==> src/rtl/ft232h_xfer.sv <==
`default_nettype none
// ============================================================================
// Module   : ft232h_xfer
// Brief    : Host-side FT232H transaction sequencer. It pushes the address
//            bytes of a request into the TX FIFO, collects the response bytes
//            from the RX FIFO and presents them as one response word.
//            Optional macro FT232H_XFER_TIMEOUT_EN adds an RX idle timeout.
// Revision : 1.0 - initial release
// ============================================================================
module ft232h_xfer #(
    parameter int ADDR_BYTES  = 8,
    parameter int DATA_BYTES  = 8,
    parameter int TIMEOUT_CYC = 65535
) (
    input  logic                    clk,
    input  logic                    rst,
    input  logic                    req_valid,
    output logic                    req_ready,
    input  logic [8*ADDR_BYTES-1:0] req_addr,
    output logic                    rsp_valid,
    input  logic                    rsp_ready,
    output logic [8*DATA_BYTES-1:0] rsp_data,
    output logic                    rsp_err,
    input  logic                    tx_full,
    output logic                    tx_wr_en,
    output logic [7:0]              tx_din,
    input  logic                    rx_empty,
    output logic                    rx_rd_en,
    input  logic [7:0]              rx_dout,
    output logic                    busy
);

    localparam int C_MAX_BYTES = (ADDR_BYTES > DATA_BYTES) ? ADDR_BYTES : DATA_BYTES;
    localparam int C_CNT_W     = $clog2(C_MAX_BYTES + 1);
    localparam logic [C_CNT_W-1:0] C_TX_LAST = C_CNT_W'(ADDR_BYTES - 1);
    localparam logic [C_CNT_W-1:0] C_DATA_N  = C_CNT_W'(DATA_BYTES);

    typedef enum logic [1:0] {
        S_IDLE = 2'd0,
        S_SEND = 2'd1,
        S_RECV = 2'd2,
        S_RESP = 2'd3
    } state_t;

    state_t                  state_q,    state_d;
    logic [8*ADDR_BYTES-1:0] addr_q,     addr_d;
    logic [C_CNT_W-1:0]      tx_cnt_q,   tx_cnt_d;
    logic [C_CNT_W-1:0]      iss_cnt_q,  iss_cnt_d;
    logic [C_CNT_W-1:0]      cap_cnt_q,  cap_cnt_d;
    logic                    pop_q,      pop_d;
    logic [8*DATA_BYTES-1:0] rsp_data_q, rsp_data_d;
    logic                    w_push;
    logic                    w_pop;

`ifdef FT232H_XFER_TIMEOUT_EN
    localparam int C_TO_W = $clog2(TIMEOUT_CYC + 1);
    localparam logic [C_TO_W-1:0] C_TO_LAST = C_TO_W'(TIMEOUT_CYC - 1);

    logic [C_TO_W-1:0] to_cnt_q, to_cnt_d;
    logic              rsp_err_q, rsp_err_d;
`else
    logic unused_timeout_cyc;
    assign unused_timeout_cyc = (TIMEOUT_CYC > 0);
`endif

    always_comb begin
        w_push     = (state_q == S_SEND) && !tx_full;
        w_pop      = (state_q == S_RECV) && !rx_empty && (iss_cnt_q < C_DATA_N);
        state_d    = state_q;
        addr_d     = addr_q;
        tx_cnt_d   = tx_cnt_q;
        iss_cnt_d  = iss_cnt_q;
        cap_cnt_d  = cap_cnt_q;
        pop_d      = w_pop;
        rsp_data_d = rsp_data_q;
`ifdef FT232H_XFER_TIMEOUT_EN
        to_cnt_d   = to_cnt_q;
        rsp_err_d  = rsp_err_q;
`endif

        case (state_q)
            S_IDLE: begin
                if (req_valid) begin
                    state_d    = S_SEND;
                    addr_d     = req_addr;
                    tx_cnt_d   = '0;
                    iss_cnt_d  = '0;
                    cap_cnt_d  = '0;
                    rsp_data_d = '0;
`ifdef FT232H_XFER_TIMEOUT_EN
                    to_cnt_d   = '0;
                    rsp_err_d  = 1'b0;
`endif
                end
            end
            S_SEND: begin
                // The address is shifted down so the next byte is always at [7:0].
                if (w_push) begin
                    addr_d   = addr_q >> 8;
                    tx_cnt_d = tx_cnt_q + 1'b1;
                    if (tx_cnt_q == C_TX_LAST) begin
                        state_d = S_RECV;
`ifdef FT232H_XFER_TIMEOUT_EN
                        to_cnt_d = '0;
`endif
                    end
                end
            end
            S_RECV: begin
                if (w_pop) begin
                    iss_cnt_d = iss_cnt_q + 1'b1;
                end
                // rx_dout carries the byte popped in the previous cycle.
                if (pop_q) begin
                    for (int i = 0; i < DATA_BYTES; i++) begin
                        if (cap_cnt_q == C_CNT_W'(i)) begin
                            rsp_data_d[8*i +: 8] = rx_dout;
                        end
                    end
                    cap_cnt_d = cap_cnt_q + 1'b1;
                end
                if (cap_cnt_q == C_DATA_N) begin
                    state_d = S_RESP;
                end
`ifdef FT232H_XFER_TIMEOUT_EN
                else if (pop_q) begin
                    to_cnt_d = '0;
                end else if (to_cnt_q == C_TO_LAST) begin
                    state_d   = S_RESP;
                    rsp_err_d = 1'b1;
                end else begin
                    to_cnt_d = to_cnt_q + 1'b1;
                end
`endif
            end
            S_RESP: begin
                if (rsp_ready) begin
                    state_d = S_IDLE;
                end
            end
            default: state_d = S_IDLE;
        endcase
    end

    always_ff @(posedge clk) begin
        if (rst) begin
            state_q    <= S_IDLE;
            addr_q     <= '0;
            tx_cnt_q   <= '0;
            iss_cnt_q  <= '0;
            cap_cnt_q  <= '0;
            pop_q      <= 1'b0;
            rsp_data_q <= '0;
`ifdef FT232H_XFER_TIMEOUT_EN
            to_cnt_q   <= '0;
            rsp_err_q  <= 1'b0;
`endif
        end else begin
            state_q    <= state_d;
            addr_q     <= addr_d;
            tx_cnt_q   <= tx_cnt_d;
            iss_cnt_q  <= iss_cnt_d;
            cap_cnt_q  <= cap_cnt_d;
            pop_q      <= pop_d;
            rsp_data_q <= rsp_data_d;
`ifdef FT232H_XFER_TIMEOUT_EN
            to_cnt_q   <= to_cnt_d;
            rsp_err_q  <= rsp_err_d;
`endif
        end
    end

    assign req_ready = (state_q == S_IDLE);
    assign rsp_valid = (state_q == S_RESP);
    assign busy      = (state_q != S_IDLE);
    assign tx_wr_en  = w_push;
    assign tx_din    = addr_q[7:0];
    assign rx_rd_en  = w_pop;
    assign rsp_data  = rsp_data_q;
`ifdef FT232H_XFER_TIMEOUT_EN
    assign rsp_err   = rsp_err_q;
`else
    assign rsp_err   = 1'b0;
`endif

endmodule
`default_nettype wire

==> config.mk <==
export PLATFORM = sky130hd
export DESIGN_NAME = ft232h_xfer
export DESIGN_NICKNAME = d
export VERILOG_FILES = /design/src/rtl/ft232h_xfer.sv
export SDC_FILE = /design/constraint.sdc
export NUM_CORES = 1
export LEC_CHECK = 0
export CORE_MARGIN = 3
export CORE_UTILIZATION = 25
export DETAILED_ROUTE_END_ITERATION = 10
export PLACE_DENSITY = 0.48
export REMOVE_ABC_BUFFERS = 1
export SLEW_MARGIN = 20
export SYNTH_ARGS = -nofsm -noshare
export SYNTH_HDL_FRONTEND = slang
export SYNTH_SLANG_ARGS = --single-unit
==> constraint.sdc <==
create_clock -name clk -period 4.6 [get_ports clk]
set_input_delay 0.92 -clock clk [delete_from_list [all_inputs] [get_ports clk]]
set_output_delay 0.92 -clock clk [all_outputs]
set_load 0.05 [all_outputs]
==> impl_metrics.json, run 1 <==
{
  "htree_num_levels": 4,
  "fin_crit_ns": 3.39,
  "synth_area_leaders": "dfxtp_1 (47%), mux2i_1 (15%), a211oi_1 (6.9%), nor2_1 (5.9%), o21ai_0 (3.3%)",
  "cp_num_buf_inv": 2,
  "hold_slack_ns": 0.453,
  "viasPerCell": 4.35,
  "cp_slowest_cell": "clkdlybuf4s50_1",
  "status": "completed",
  "grt_pass1_vias": 4465,
  "clock_latency_ns": 0.42,
  "cts_tree": "done",
  "pin_count": 156,
  "synth-warning-count": 0,
  "avgSynthCellArea_sq_um": 9.48,
  "dieArea_sq_mm": 0.0262,
  "dr.pass1.iters": 4,
  "synth.largest_area_cell": "dfxtp_1",
  "preCtsSetupSlack_ns": 1.22,
  "cp_top_family": "buffers and inverters",
  "max_slew_margin_pct": 34.4,
  "rows": 56,
  "grtUsageTotal_pct": 12.7,
  "ir_worst_vdd_mv": 0.348,
  "postCtsSetupRepairBufs": 0,
  "dieWidth_um": 162,
  "start_util_pct": 25.6,
  "place_congestion": 0.734,
  "end_kind": "output pin",
  "drv_slew": 0,
  "max_cap_viol_count": 0,
  "clock_sinks": 143,
  "cts_buffer_depth": 2,
  "arrival_ns": 2.47,
  "power_mw": 4.97,
  "drive_gt1_share_pct": 6.59,
  "drc": 0,
  "max_freq_mhz": 295,
  "slowest_delay_ns": 0.81,
  "die_h_um": 162,
  "crit_fanout": 8,
  "hold_path_class": "reg -> reg",
  "fin_nets": 849,
  "start_kind": "input pin",
  "antenna_found_initial": 0,
  "finClkSkew_ns": 0.0111,
  "grt_overflow": 0,
  "setup_ws_ns": 1.21,
  "p_leak_nw": 2.96,
  "final_core_util_pct": 35.3,
  "post_cts_resized": 0,
  "rsz0062_at_grt": "false",
  "grt_pass1_wl_mm": 26.0,
  "final_cells": 1093,
  "cts_inserted_buffers": 17,
  "syn_inst": 640,
  "dpl.hpwl_mm": 11.3,
  "grt_max_degree": 121,
  "yosys.area.top_type_share_pct": 47.2,
  "synth_edf_count": 0,
  "yosysSeqAreaShare_pct": 47.2,
  "worstMarginPinSlew_ns": 0.984,
  "crit_top_cell": "clkdlybuf4s50_1",
  "powerDensity_mw_per_mm2": 594,
  "cts_hold_buf": 0,
  "routed_wl_mm": 16.8,
  "syn_to_final_growth_pct": 38.0,
  "netlist_area_sq_mm": 0.00606,
  "diodes": 0,
  "finalCritPeriodShare_pct": 73.7,
  "io_buffers": 154,
  "synthFlopType": "dfxtp_1",
  "synth_cell_types": 39,
  "final-setup-viol-count": 0,
  "path_class": "in -> out",
  "critical_path_required_ns": 3.68,
  "wl_per_cell_um": 15.4,
  "placed_cells": 1061,
  "drt_iter0_drc": 222,
  "root_buffer": "clkbuf_16",
  "ant_nets": 0,
  "ys_ff_latch": 143,
  "clk_pin_slew_worst_paths_ns": 0.06,
  "critical_path.cell_chain": "clkdlybuf4s50_1 > nor2b_1 > clkdlybuf4s50_1",
  "core_sq_mm": 0.0237,
  "finalHoldViolCount": 0,
  "vias": 4750,
  "async_flop_share_pct": 0
}
[where the power goes]
group          internal, mW  total (mW)  switching, mW
clock                 0.823        1.40          0.573
combinational         0.760        1.97           1.21
sequential             1.48        1.60          0.121
total                  3.07        4.97           1.91
[synthesized netlist by cell type (10+ instances only)]
| cell type | instances |
|---|---|
| and2_1 | 10 |
| clkbuf_1 | 17 |
| dfxtp_1 | 143 |
| nand2_1 | 27 |
| ha_1 | 10 |
| buf_2 | 25 |
| nor2_1 | 95 |
| buf_4 | 13 |
| nand3_1 | 39 |
| mux2i_1 | 89 |
| a21oi_1 | 15 |
| a211oi_1 | 56 |
| o21ai_0 | 40 |
[cell families after synthesis]
group                    count (synthesis)  synth area share (%)
AO/OA/AOI/OAI                          124                  14.2
XOR/XNOR                                 4                 0.578
adder cells (fa/ha/maj)                 10                  2.06
buffers and inverters                   66                  5.47
flip-flops                             143                  47.2
multiplexers                            91                  15.1
other                                    1                0.0618
AND/OR/NAND/NOR                        201                  15.4
[per-layer routing]
metal	vias to the layer above	GRT usage, %	part of all wire (%)
met5	-	0	0
li1	2499	-	-
met4	0	3.84	1.0
met2	61	19.9	47
met3	11	2.65	2.6
met1	2179	17.7	50
[sequential cells by signal, indices dropped and copies added, names as in the netlist]
signal / flops
cap_cnt_q: 4
addr_q: 64
state_q: 2
pop_q: 1
iss_cnt_q: 4
tx_cnt_q: 4
rsp_data: 64
[area by class of cell]
cell class              instances  area [sq um]
clock buffers                  19           443
clock inverters                13           151
fillers                      2481         15300
inverters                       9          33.8
multi-input cells             431          2890
flip-flops and latches        143          2860
well taps                     319           399
repair buffers                159          1590
[stage by stage]
stage | TNS (ns) | instance area, sq um
2_1_floorplan | -78.99 | 5770
3_3_place_gp | 0 | 7770
3_5_place_dp | 0 | 7770
4_1_cts | 0 | 8370
5_1_grt | 0 | 8370
6_report | 0 | 8370
[cells in the final DEF, fill, tap and decap left out, drive strengths merged, types with 2 or more instances in the layout]
cell	n
nand3	39
nor3	3
nor2b	5
xor2	3
a31oi	2
dfxtp	143
clkbuf	19
clkdlybuf4s50	153
nand3b	8
o21ai	40
or3b	4
and2	10
nor2	95
nand4	6
inv	13
mux2i	90
nand2	27
ha	10
a211oi	61
a21oi	15
buf	6
bufinv	2
clkinvlp	6
[worst paths after layout]
check / from / depth (start not counted) / slack (ns) / endpoint
max: tx_full / 3 / 1.21 / tx_wr_en
min: addr_q[56] / 2 / 0.45 / addr_q[56]
max reg2reg: state_q[0] / 7 / 2.15 / addr_q[27]
min reg2reg: addr_q[56] / 2 / 0.45 / addr_q[56]
[tightest hold or removal path, delay by kind of cell (launching register included)]
kind	cells	cell delay, ns
and+or+nand+nor	1	0.05
DFF	1	0.31
AOI/OAI and AO/OA	1	0.05
(Power assumes the default switching activity.)
==> run 2, diff against run 1 <==
- PLACE_DENSITY: 0.48 -> 0.49
- clock period: 4.6 -> 2.81 ns (I/O delays scaled with it)
==> run 2 against run 1 <==
Clock power increased by 75%. Total power is 70% higher. Largest cell class unchanged. Combinational power rose by 72%. Critical path depth is 1 lower. Critical path type is now reg -> out. Clock skew is essentially flat. Register-to-register slack got worse by 1.7 ns. Highest routed layer unchanged. Hold slack worse by 0.00062 ns. Critical endpoint is now rsp_valid.
==> impl_metrics.json, run 2 (same netlist as run 1, synthesis figures left out) <==
{
  "start_util_pct": 25.6,
  "use_met1_pct": 17.4,
  "slowest_delay_ns": 0.85,
  "final-setup-viol-count": 0,
  "ant_nets": 0,
  "fin_nets": 858,
  "max_freq_mhz": 396,
  "io_buffers": 154,
  "critical_path.cell_chain": "ha_1 > clkdlybuf4s50_1",
  "critical_path_required_ns": 2.25,
  "dieArea_sq_mm": 0.0262,
  "power_mw": 8.47,
  "crit_cells": 2,
  "tns_ns": 0,
  "finClkSkew_ns": 0.0107,
  "die_h_um": 162,
  "end_kind": "output pin",
  "path_class": "reg -> out",
  "p_leak_nw": 3.06,
  "hold_depth": 2,
  "cp_num_buf_inv": 1,
  "grt_pass1_vias": 4548,
  "rsz0062_at_grt": "false",
  "clock_latency_ns": 0.42,
  "viasPerCell": 4.35,
  "place_congestion": 0.731,
  "max_slew_margin_pct": 43.6,
  "arrival_ns": 1.97,
  "syn_to_final_growth_pct": 40.9,
  "ir_worst_vdd_mv": 0.442,
  "drv_slew": 0,
  "cts_buffer_depth": 2,
  "finalCritPeriodShare_pct": 89.9,
  "worstMarginPinSlew_ns": 0.844,
  "final_common_cell": "clkdlybuf4s50_1",
  "grt_pass1_wl_mm": 26.2,
  "max_cap_viol_count": 0,
  "wl_per_cell_um": 15.1,
  "dieWidth_um": 162,
  "diodes": 0,
  "vias": 4793,
  "clk_pin_slew_worst_paths_ns": 0.06,
  "clock_sinks": 143,
  "start_kind": "flop",
  "drc": 0,
  "core_sq_mm": 0.0237,
  "rows": 56,
  "grtUsageTotal_pct": 12.7,
  "grt-busiest-layer": "met2",
  "met2_usage_pct": 20.1,
  "finalHoldViolCount": 0,
  "cp_slowest_cell": "clkdlybuf4s50_1",
  "final_cell_mix": "clkdlybuf4s50_1 (149), dfxtp_1 (143), nor2_1 (95)",
  "htree_num_levels": 4,
  "grt_overflow": 0,
  "status": "completed",
  "cts_tree": "done",
  "drive_gt1_share_pct": 8.05,
  "antenna_found_initial": 0,
  "cts_hold_buf": 0,
  "dr.pass1.iters": 4,
  "root_buffer": "clkbuf_16",
  "dpl.hpwl_mm": 11.6,
  "cp_top_family": "buffers and inverters",
  "routed_wl_mm": 16.6,
  "grt_max_degree": 106,
  "powerDensity_mw_per_mm2": 991,
  "drt_iter0_drc": 218,
  "pin_count": 156,
  "fin_crit_ns": 2.53,
  "met3_usage_pct": 2.81,
  "cts_inserted_buffers": 17,
  "r2r_cells": 7,
  "crit_fanout": 4,
  "hold_path_class": "reg -> reg",
  "hold_slack_ns": 0.453
}
-- run 2: layer usage --
layer	share of wire [%]	routed length, um	vias up
li1	-	-	2513
met1	48	8050	2205
met2	47	7850	63
met3	3.2	527	12
met4	1.1	182	0
met5	0	0	-
-- run 2: worst paths after layout --
kind | from | end | slack, ns
max | state_q[0] | rsp_valid | 0.28
min | addr_q[57] | addr_q[57] | 0.45
max reg2reg | state_q[0] | addr_q[55] | 0.47
min reg2reg | addr_q[57] | addr_q[57] | 0.45
-- run 2: final cells by class --
class                      instances  area [sq um]
timing repair buffer             168          1720
sequential                       143          2860
multi-input combinational        431          2890
clock inverter                    14           208
inverter                           9          33.8
fill                            2486         15100
clock buffer                      18           429
tap                              319           399
-- run 2: worst min-delay path, cell delays in order (launching register included) --
cell	delay (ns)
dfxtp_1	0.31
nand2_1	0.05
a21oi_1	0.05
-- run 2: metrics by stage --
| stage | util [%] | worst slack [ns] | cells | area (sq um) |
|---|---|---|---|---|
| after floorplan | - | -3.03 | 583 | 5770 |
| after global placement | 33.4 | 0.292 | 1070 | 7910 |
| after detailed placement | 33.4 | 0.259 | 1070 | 7910 |
| after CTS | 36.1 | 0.253 | 1102 | 8540 |
| after global routing | 36.1 | 0.123 | 1102 | 8540 |
| final | 36.1 | 0.283 | 1102 | 8540 |
-- run 2: power by group --
part	total [mW]	internal, mW	switching (mW)	leakage [nW]
registers	2.62	2.43	0.196	1.17
clock network	2.45	1.51	0.948	0.297
logic	3.39	1.38	2.01	1.59
total	8.47	5.31	3.15	3.06
-- run 2: timing repair --
action | CTS | global route
buffers inserted | 0 | 0
resized for setup | 1 | 0
endpoints found under the hold margin | 0 | 0
endpoints found under the setup margin | 1 | 0
